## config.mk

```make
export PLATFORM = sky130hd
export DESIGN_NAME = twiddle_loader32
export DESIGN_NICKNAME = d
export VERILOG_FILES = /design/src/rtl/twiddle_loader32.sv
export SDC_FILE = /design/constraint.sdc
export NUM_CORES = 1
export LEC_CHECK = 0
export CAP_MARGIN = 20
export CORE_UTILIZATION = 55
export CTS_BUF_LIST = sky130_fd_sc_hd__clkbuf_16
export DETAILED_ROUTE_END_ITERATION = 8
export PLACE_DENSITY = 0.73
export SLEW_MARGIN = 0
export SYNTH_ARGS = -nofsm -noshare
export SYNTH_HDL_FRONTEND = slang
export SYNTH_SLANG_ARGS = --single-unit
```

## constraint.sdc

```tcl
create_clock -name CLK -period 4.6 [get_ports CLK]
set_clock_uncertainty 0.2 [all_clocks]
set_input_delay 0.46 -clock CLK [delete_from_list [all_inputs] [get_ports CLK]]
set_output_delay 0.46 -clock CLK [all_outputs]
set_load 0.03 [all_outputs]
```

## src/rtl/twiddle_loader32.sv

```systemverilog
// Writable twiddle store for the 32-point FFT: serial coefficient load into an 8x4 table,
// then 32-cycle playback on a 4-lane bus in either butterfly-stage ordering.
module twiddle_loader32 #(
  parameter int unsigned NB    = 9,
  parameter int unsigned LANES = 4,
  parameter int unsigned WORDS = 8
) (
  input  logic                CLK,
  input  logic                RST,
  input  logic                LOAD_START,
  input  logic                IN_VALID,
  output logic                IN_READY,
  input  logic [NB-1:0]       IN_WR,
  input  logic [NB-1:0]       IN_WI,
  output logic                LOAD_DONE,
  output logic                LOADED,
  input  logic                START,
  input  logic                STAGE,
  output logic [NB*LANES-1:0] OR,
  output logic [NB*LANES-1:0] OI,
  output logic                OUT_VALID,
  output logic                RDY
);

  localparam int unsigned WW = NB * LANES;
  localparam int unsigned BW = NB * (LANES - 1);

  typedef enum logic [1:0] {StIdle, StLoad, StPlay} state_e;

  state_e        state_q, state_d;
  logic [4:0]    wptr_q, wptr_d;
  logic [4:0]    pcnt_q, pcnt_d;
  logic          stage_q, stage_d;
  logic          in_ready_q, in_ready_d;
  logic          load_done_q, load_done_d;
  logic          loaded_q, loaded_d;
  logic          out_valid_q, out_valid_d;
  logic          rdy_q, rdy_d;
  logic [WW-1:0] or_q, or_d;
  logic [WW-1:0] oi_q, oi_d;
  logic          accept;
  logic          tab_we;

  // Lanes 0..2 of the word being assembled; lane 3 comes straight from the input.
  logic [BW-1:0] buf_r_q, buf_i_q;
  logic [WW-1:0] tab_r_q [WORDS];
  logic [WW-1:0] tab_i_q [WORDS];

  // STAGE=1 replays word 0 for the first half and word 4 for the second.
  function automatic logic [2:0] word_idx(input logic [4:0] p, input logic st);
    return st ? {p[4], 2'b00} : p[4:2];
  endfunction

  always_comb begin
    state_d     = state_q;
    wptr_d      = wptr_q;
    pcnt_d      = pcnt_q;
    stage_d     = stage_q;
    in_ready_d  = in_ready_q;
    load_done_d = 1'b0;
    loaded_d    = loaded_q;
    out_valid_d = 1'b0;
    rdy_d       = 1'b0;
    or_d        = or_q;
    oi_d        = oi_q;
    accept      = 1'b0;
    tab_we      = 1'b0;

    unique case (state_q)
      StIdle: begin
        in_ready_d = 1'b0;
        if (LOAD_START) begin
          state_d    = StLoad;
          wptr_d     = '0;
          loaded_d   = 1'b0;
          in_ready_d = 1'b1;
        end else if (START && loaded_q) begin
          state_d     = StPlay;
          pcnt_d      = '0;
          stage_d     = STAGE;
          out_valid_d = 1'b1;
        end
      end
      StLoad: begin
        if (LOAD_START) begin
          wptr_d     = '0;
          in_ready_d = 1'b1;
        end else if (IN_VALID && in_ready_q) begin
          accept = 1'b1;
          wptr_d = wptr_q + 5'd1;
          tab_we = (wptr_q[1:0] == 2'd3);
          if (wptr_q == 5'd31) begin
            state_d     = StIdle;
            in_ready_d  = 1'b0;
            loaded_d    = 1'b1;
            load_done_d = 1'b1;
          end
        end
      end
      StPlay: begin
        if (LOAD_START) begin
          state_d    = StLoad;
          wptr_d     = '0;
          loaded_d   = 1'b0;
          in_ready_d = 1'b1;
        end else if (START) begin
          pcnt_d      = '0;
          stage_d     = STAGE;
          out_valid_d = 1'b1;
        end else if (pcnt_q == 5'd31) begin
          state_d = StIdle;
        end else begin
          pcnt_d      = pcnt_q + 5'd1;
          out_valid_d = 1'b1;
          rdy_d       = (pcnt_q == 5'd30);
        end
      end
      default: state_d = StIdle;
    endcase

    if (out_valid_d) begin
      or_d = tab_r_q[word_idx(pcnt_d, stage_d)];
      oi_d = tab_i_q[word_idx(pcnt_d, stage_d)];
    end
  end

  always_ff @(posedge CLK or negedge RST) begin
    if (!RST) begin
      state_q     <= StIdle;
      wptr_q      <= '0;
      pcnt_q      <= '0;
      stage_q     <= 1'b0;
      in_ready_q  <= 1'b0;
      load_done_q <= 1'b0;
      loaded_q    <= 1'b0;
      out_valid_q <= 1'b0;
      rdy_q       <= 1'b0;
      or_q        <= '0;
      oi_q        <= '0;
      buf_r_q     <= '0;
      buf_i_q     <= '0;
      for (int w = 0; w < WORDS; w++) begin
        tab_r_q[w] <= '0;
        tab_i_q[w] <= '0;
      end
    end else begin
      state_q     <= state_d;
      wptr_q      <= wptr_d;
      pcnt_q      <= pcnt_d;
      stage_q     <= stage_d;
      in_ready_q  <= in_ready_d;
      load_done_q <= load_done_d;
      loaded_q    <= loaded_d;
      out_valid_q <= out_valid_d;
      rdy_q       <= rdy_d;
      or_q        <= or_d;
      oi_q        <= oi_d;
      for (int k = 0; k < LANES - 1; k++) begin
        if (accept && wptr_q[1:0] == 2'(k)) begin
          buf_r_q[NB*k +: NB] <= IN_WR;
          buf_i_q[NB*k +: NB] <= IN_WI;
        end
      end
      if (tab_we) begin
        tab_r_q[wptr_q[4:2]] <= {IN_WR, buf_r_q};
        tab_i_q[wptr_q[4:2]] <= {IN_WI, buf_i_q};
      end
    end
  end

  assign IN_READY  = in_ready_q;
  assign LOAD_DONE = load_done_q;
  assign LOADED    = loaded_q;
  assign OUT_VALID = out_valid_q;
  assign RDY       = rdy_q;
  assign OR        = or_q;
  assign OI        = oi_q;

endmodule

```

==> results.toml <==
[setup_path]
cp_top_family = "buffers and inverters"
arrival_ns = 3.48
ff2ff_path_depth = 8
critPathMaxStageDelay_ns = 0.68
slowest_stage = "dfrtp_1"
critPathKind = "reg2reg"
required_ns = 4.88
cp_cell_sequence = "nor4b_4 -> a32oi_1 -> and2_0 -> inv_2 -> buf_4 -> o41ai_1 -> a221oi_1 -> a311oi_1"
cp_max_fo = 22
cp.depth = 8
crit_path_end_kind = "flip-flop"
crit_buf_inv = 2
startpoint_type = "flip-flop"

[clocking]
cts_buffer_depth = 3
clk_pin_slew_ns = 0.06
cts.root.buffer_cell = "clkbuf_16"
cts_buffers = 74
insertion_delay_ns = 0.61
htreeDepth = 3
tritoncts = "yes"
clock_sinks = 720
post_cts_buffers = 0

[timing]
slew_headroom_pct = 26.73
slew_violations = 0
fin_ws_ns = 1.400
min_period_ns = 3.200
fin_crit_sh_pct = 69.56
setup_viol_count_final = 0
max_freq_mhz = 312.5
rsz0062_at_grt = "no"
tightestPinTransition_ns = 1.096
fin_setup_tns_ns = 0
holdWs_ns = 0.1912
hold_viol_final = 0

[final_layout]
syn_to_final_growth_pct = 12.87
seq_area_um2 = 18020
fillerInstances = 4179
drive_above_1_share_pct = 38.38
final_nets = 2372
multiInputGateArea_um2 = 12590
num_antenna_cells = 0

[drt]
vias = 19990
wl_per_cell_um = 25.54
drc = 0
ant_nets = 0
vias_per_cell = 6.349
drtPass1Iterations = 5
wirelength_um = 80410
drt_iter0_drc = 1290

[power]
peakVddDrop_uv = 362.9
p_int_w = 0.009874
pwr-share-seq_pct = 53.8
pwr-share-clk_pct = 42.3
power_switching_w = 0.003048
leakage_nw = 17.20
p_comb_share_pct = 3.9
switching_share_pct = 23.59
powerDensity_nw_per_um2 = 361.6

[placed_design]
gp_congestion = 0.8228
io_buffers = 100
place_ws_ns = 0.8539
dp_hpwl_um = 44380

[grt]
grt_max_degree = 122
grt_usage_pct = 27.78
antenna_found_initial = 0
grt_overflow = 0
grt_pass1_wl_um = 126100
grt_pass1_vias = 21490

[synth]
synth_edf_count = 0
ys_seq_elements = 720
synth_top_area_share_pct = 56.91
synth_top_cell_by_area = "dfrtp_1"
async_reset_ff_share_pct = 100.0
ys_types = 54
synth_area_leaders = "dfrtp_1 (57%), mux2_2 (26%), a311oi_1 (2.0%), a221oi_1 (2.0%), o41ai_1 (2.0%)"
postSynthCellCount = 2301
yosysMostFrequentCell = "mux2_2"
synth.net_count = 2332
yosysWarnings = 0
synth_common_cells = "mux2_2 (735), dfrtp_1 (720), clkbuf_1 (122)"
avgSynthCellArea_um2 = 13.76
syn_area_um2 = 31660
synth_ff_type = "dfrtp_1"
yosysSeqAreaShare_pct = 56.91

[run_status]
outcome = "complete, no violations"

[floorplan]
die_w_um = 241.9
rows = 87
die_area_um2 = 58530
die_h_um = 241.9
core-area_um2 = 56600
ioPinCount = 101
start_util_pct = 55.93

[run]
max-cap-violations = 0

[min_path]
min_path_type = "in2async"
-- state kept, by name (all words and copies together), names as in the netlist --
| register | count |
|---|---|
| pcnt_q | 5 |
| buf_i_q | 27 |
| LOADED | 1 |
| buf_r_q | 27 |
| state_q | 2 |
| IN_READY | 1 |
| LOAD_DONE | 1 |
| tab_i_q | 288 |
| tab_r_q | 288 |
| stage_q | 1 |
| RDY | 1 |
| wptr_q | 5 |
| OI | 36 |
| OUT_VALID | 1 |
| OR | 36 |
-- cells in the final DEF (no fill, tap or decap), types with 2 or more instances in the layout --
master,count
a21o_1,2
a21oi_1,3
a221oi_1,71
a22oi_1,55
a22oi_2,19
a311oi_1,72
a31oi_1,2
a32o_1,2
and2_0,2
and2_1,2
and3_1,4
buf_12,24
buf_4,27
clkbuf_16,77
clkdlybuf4s50_1,99
clkinv_1,13
clkinv_2,9
dfrtp_1,720
ha_1,7
inv_1,100
inv_2,2
inv_6,4
mux2_1,39
mux2_2,735
nand2_1,83
nand2_4,6
nand2b_1,2
nand3_1,5
nand3_4,2
nand4_1,4
nor2_1,79
nor2b_1,6
nor3_1,3
o21ai_0,11
o22ai_1,2
o41ai_1,71
-- path summary, 6_finish.rpt --
path | slack (ns) | start | endpoint
max in group asynchronous | 2.90 | RST | tab_r_q[167]$_DFFE_PN0P_
max reg2reg | 1.40 | state_q[1]$_DFFE_PN0P_ | OI[15]$_DFFE_PN0P_
max | 1.40 | state_q[1]$_DFFE_PN0P_ | OI[15]$_DFFE_PN0P_
min reg2reg | 0.29 | tab_i_q[1]$_DFFE_PN0P_ | tab_i_q[1]$_DFFE_PN0P_
min in group CLK | 0.29 | tab_i_q[1]$_DFFE_PN0P_ | tab_i_q[1]$_DFFE_PN0P_
min | 0.19 | RST | RDY$_DFF_PN0_
-- power groups by stage --
stage	sequential, W	combinational, W	clock, W
global route	0.00701	0.000553	0.00581
CTS	0.00696	0.000511	0.00556
detailed placement	0.00707	0.000509	0
global placement	0.00703	0.000485	0
finish	0.00696	0.000499	0.00546
floorplan	0.00692	0.000281	0
-- metal layers --
metal | global-route usage [%] | routed length [µm]
met5 | 0 | 0
met4 | 9.754 | 2487
met3 | 4.243 | 3720
met2 | 47.31 | 40390
met1 | 36.26 | 33820
-- metrics by stage --
stage          utilization (%)  total power [W]  cells  cell area, µm²
6_report                 63.13          0.01292   3148           35730
3_5_place_dp             59.28         0.007577   3020           33550
4_1_cts                  63.13          0.01303   3148           35730
5_1_grt                  63.13          0.01337   3148           35730
3_3_place_gp             59.28         0.007513   3020           33550
2_1_floorplan                -         0.007203   2301           31660
-- cells by family (layout without fill, tap and decap cells) --
family | Yosys count | count (layout) | synth area share [%]
buffers and inverters | 268 | 359 | 3.616
adders and majority gates | 7 | 7 | 0.2766
AOI/OAI and AO/OA | 321 | 321 | 8.691
muxes | 775 | 775 | 27.56
DFF | 720 | 720 | 56.91
and+or+nand+nor | 210 | 210 | 2.944
-- layout make-up --
cell class,count,share of cell area (%)
Clock buffer,77,5.392
Clock inverter,50,0.6828
Inverter,80,0.8544
Multi-Input combinational cell,1313,35.25
Sequential cell,720,50.42
Tap cell,756,2.647
Timing Repair Buffer,152,4.755
-- repair_timing --
action,CTS,global route
setup endpoints to repair,0,0
gates resized for setup,0,0
hold endpoints to repair,50,0
hold buffers,1,0
No activity file was read; power rests on OpenSTA's default activity.
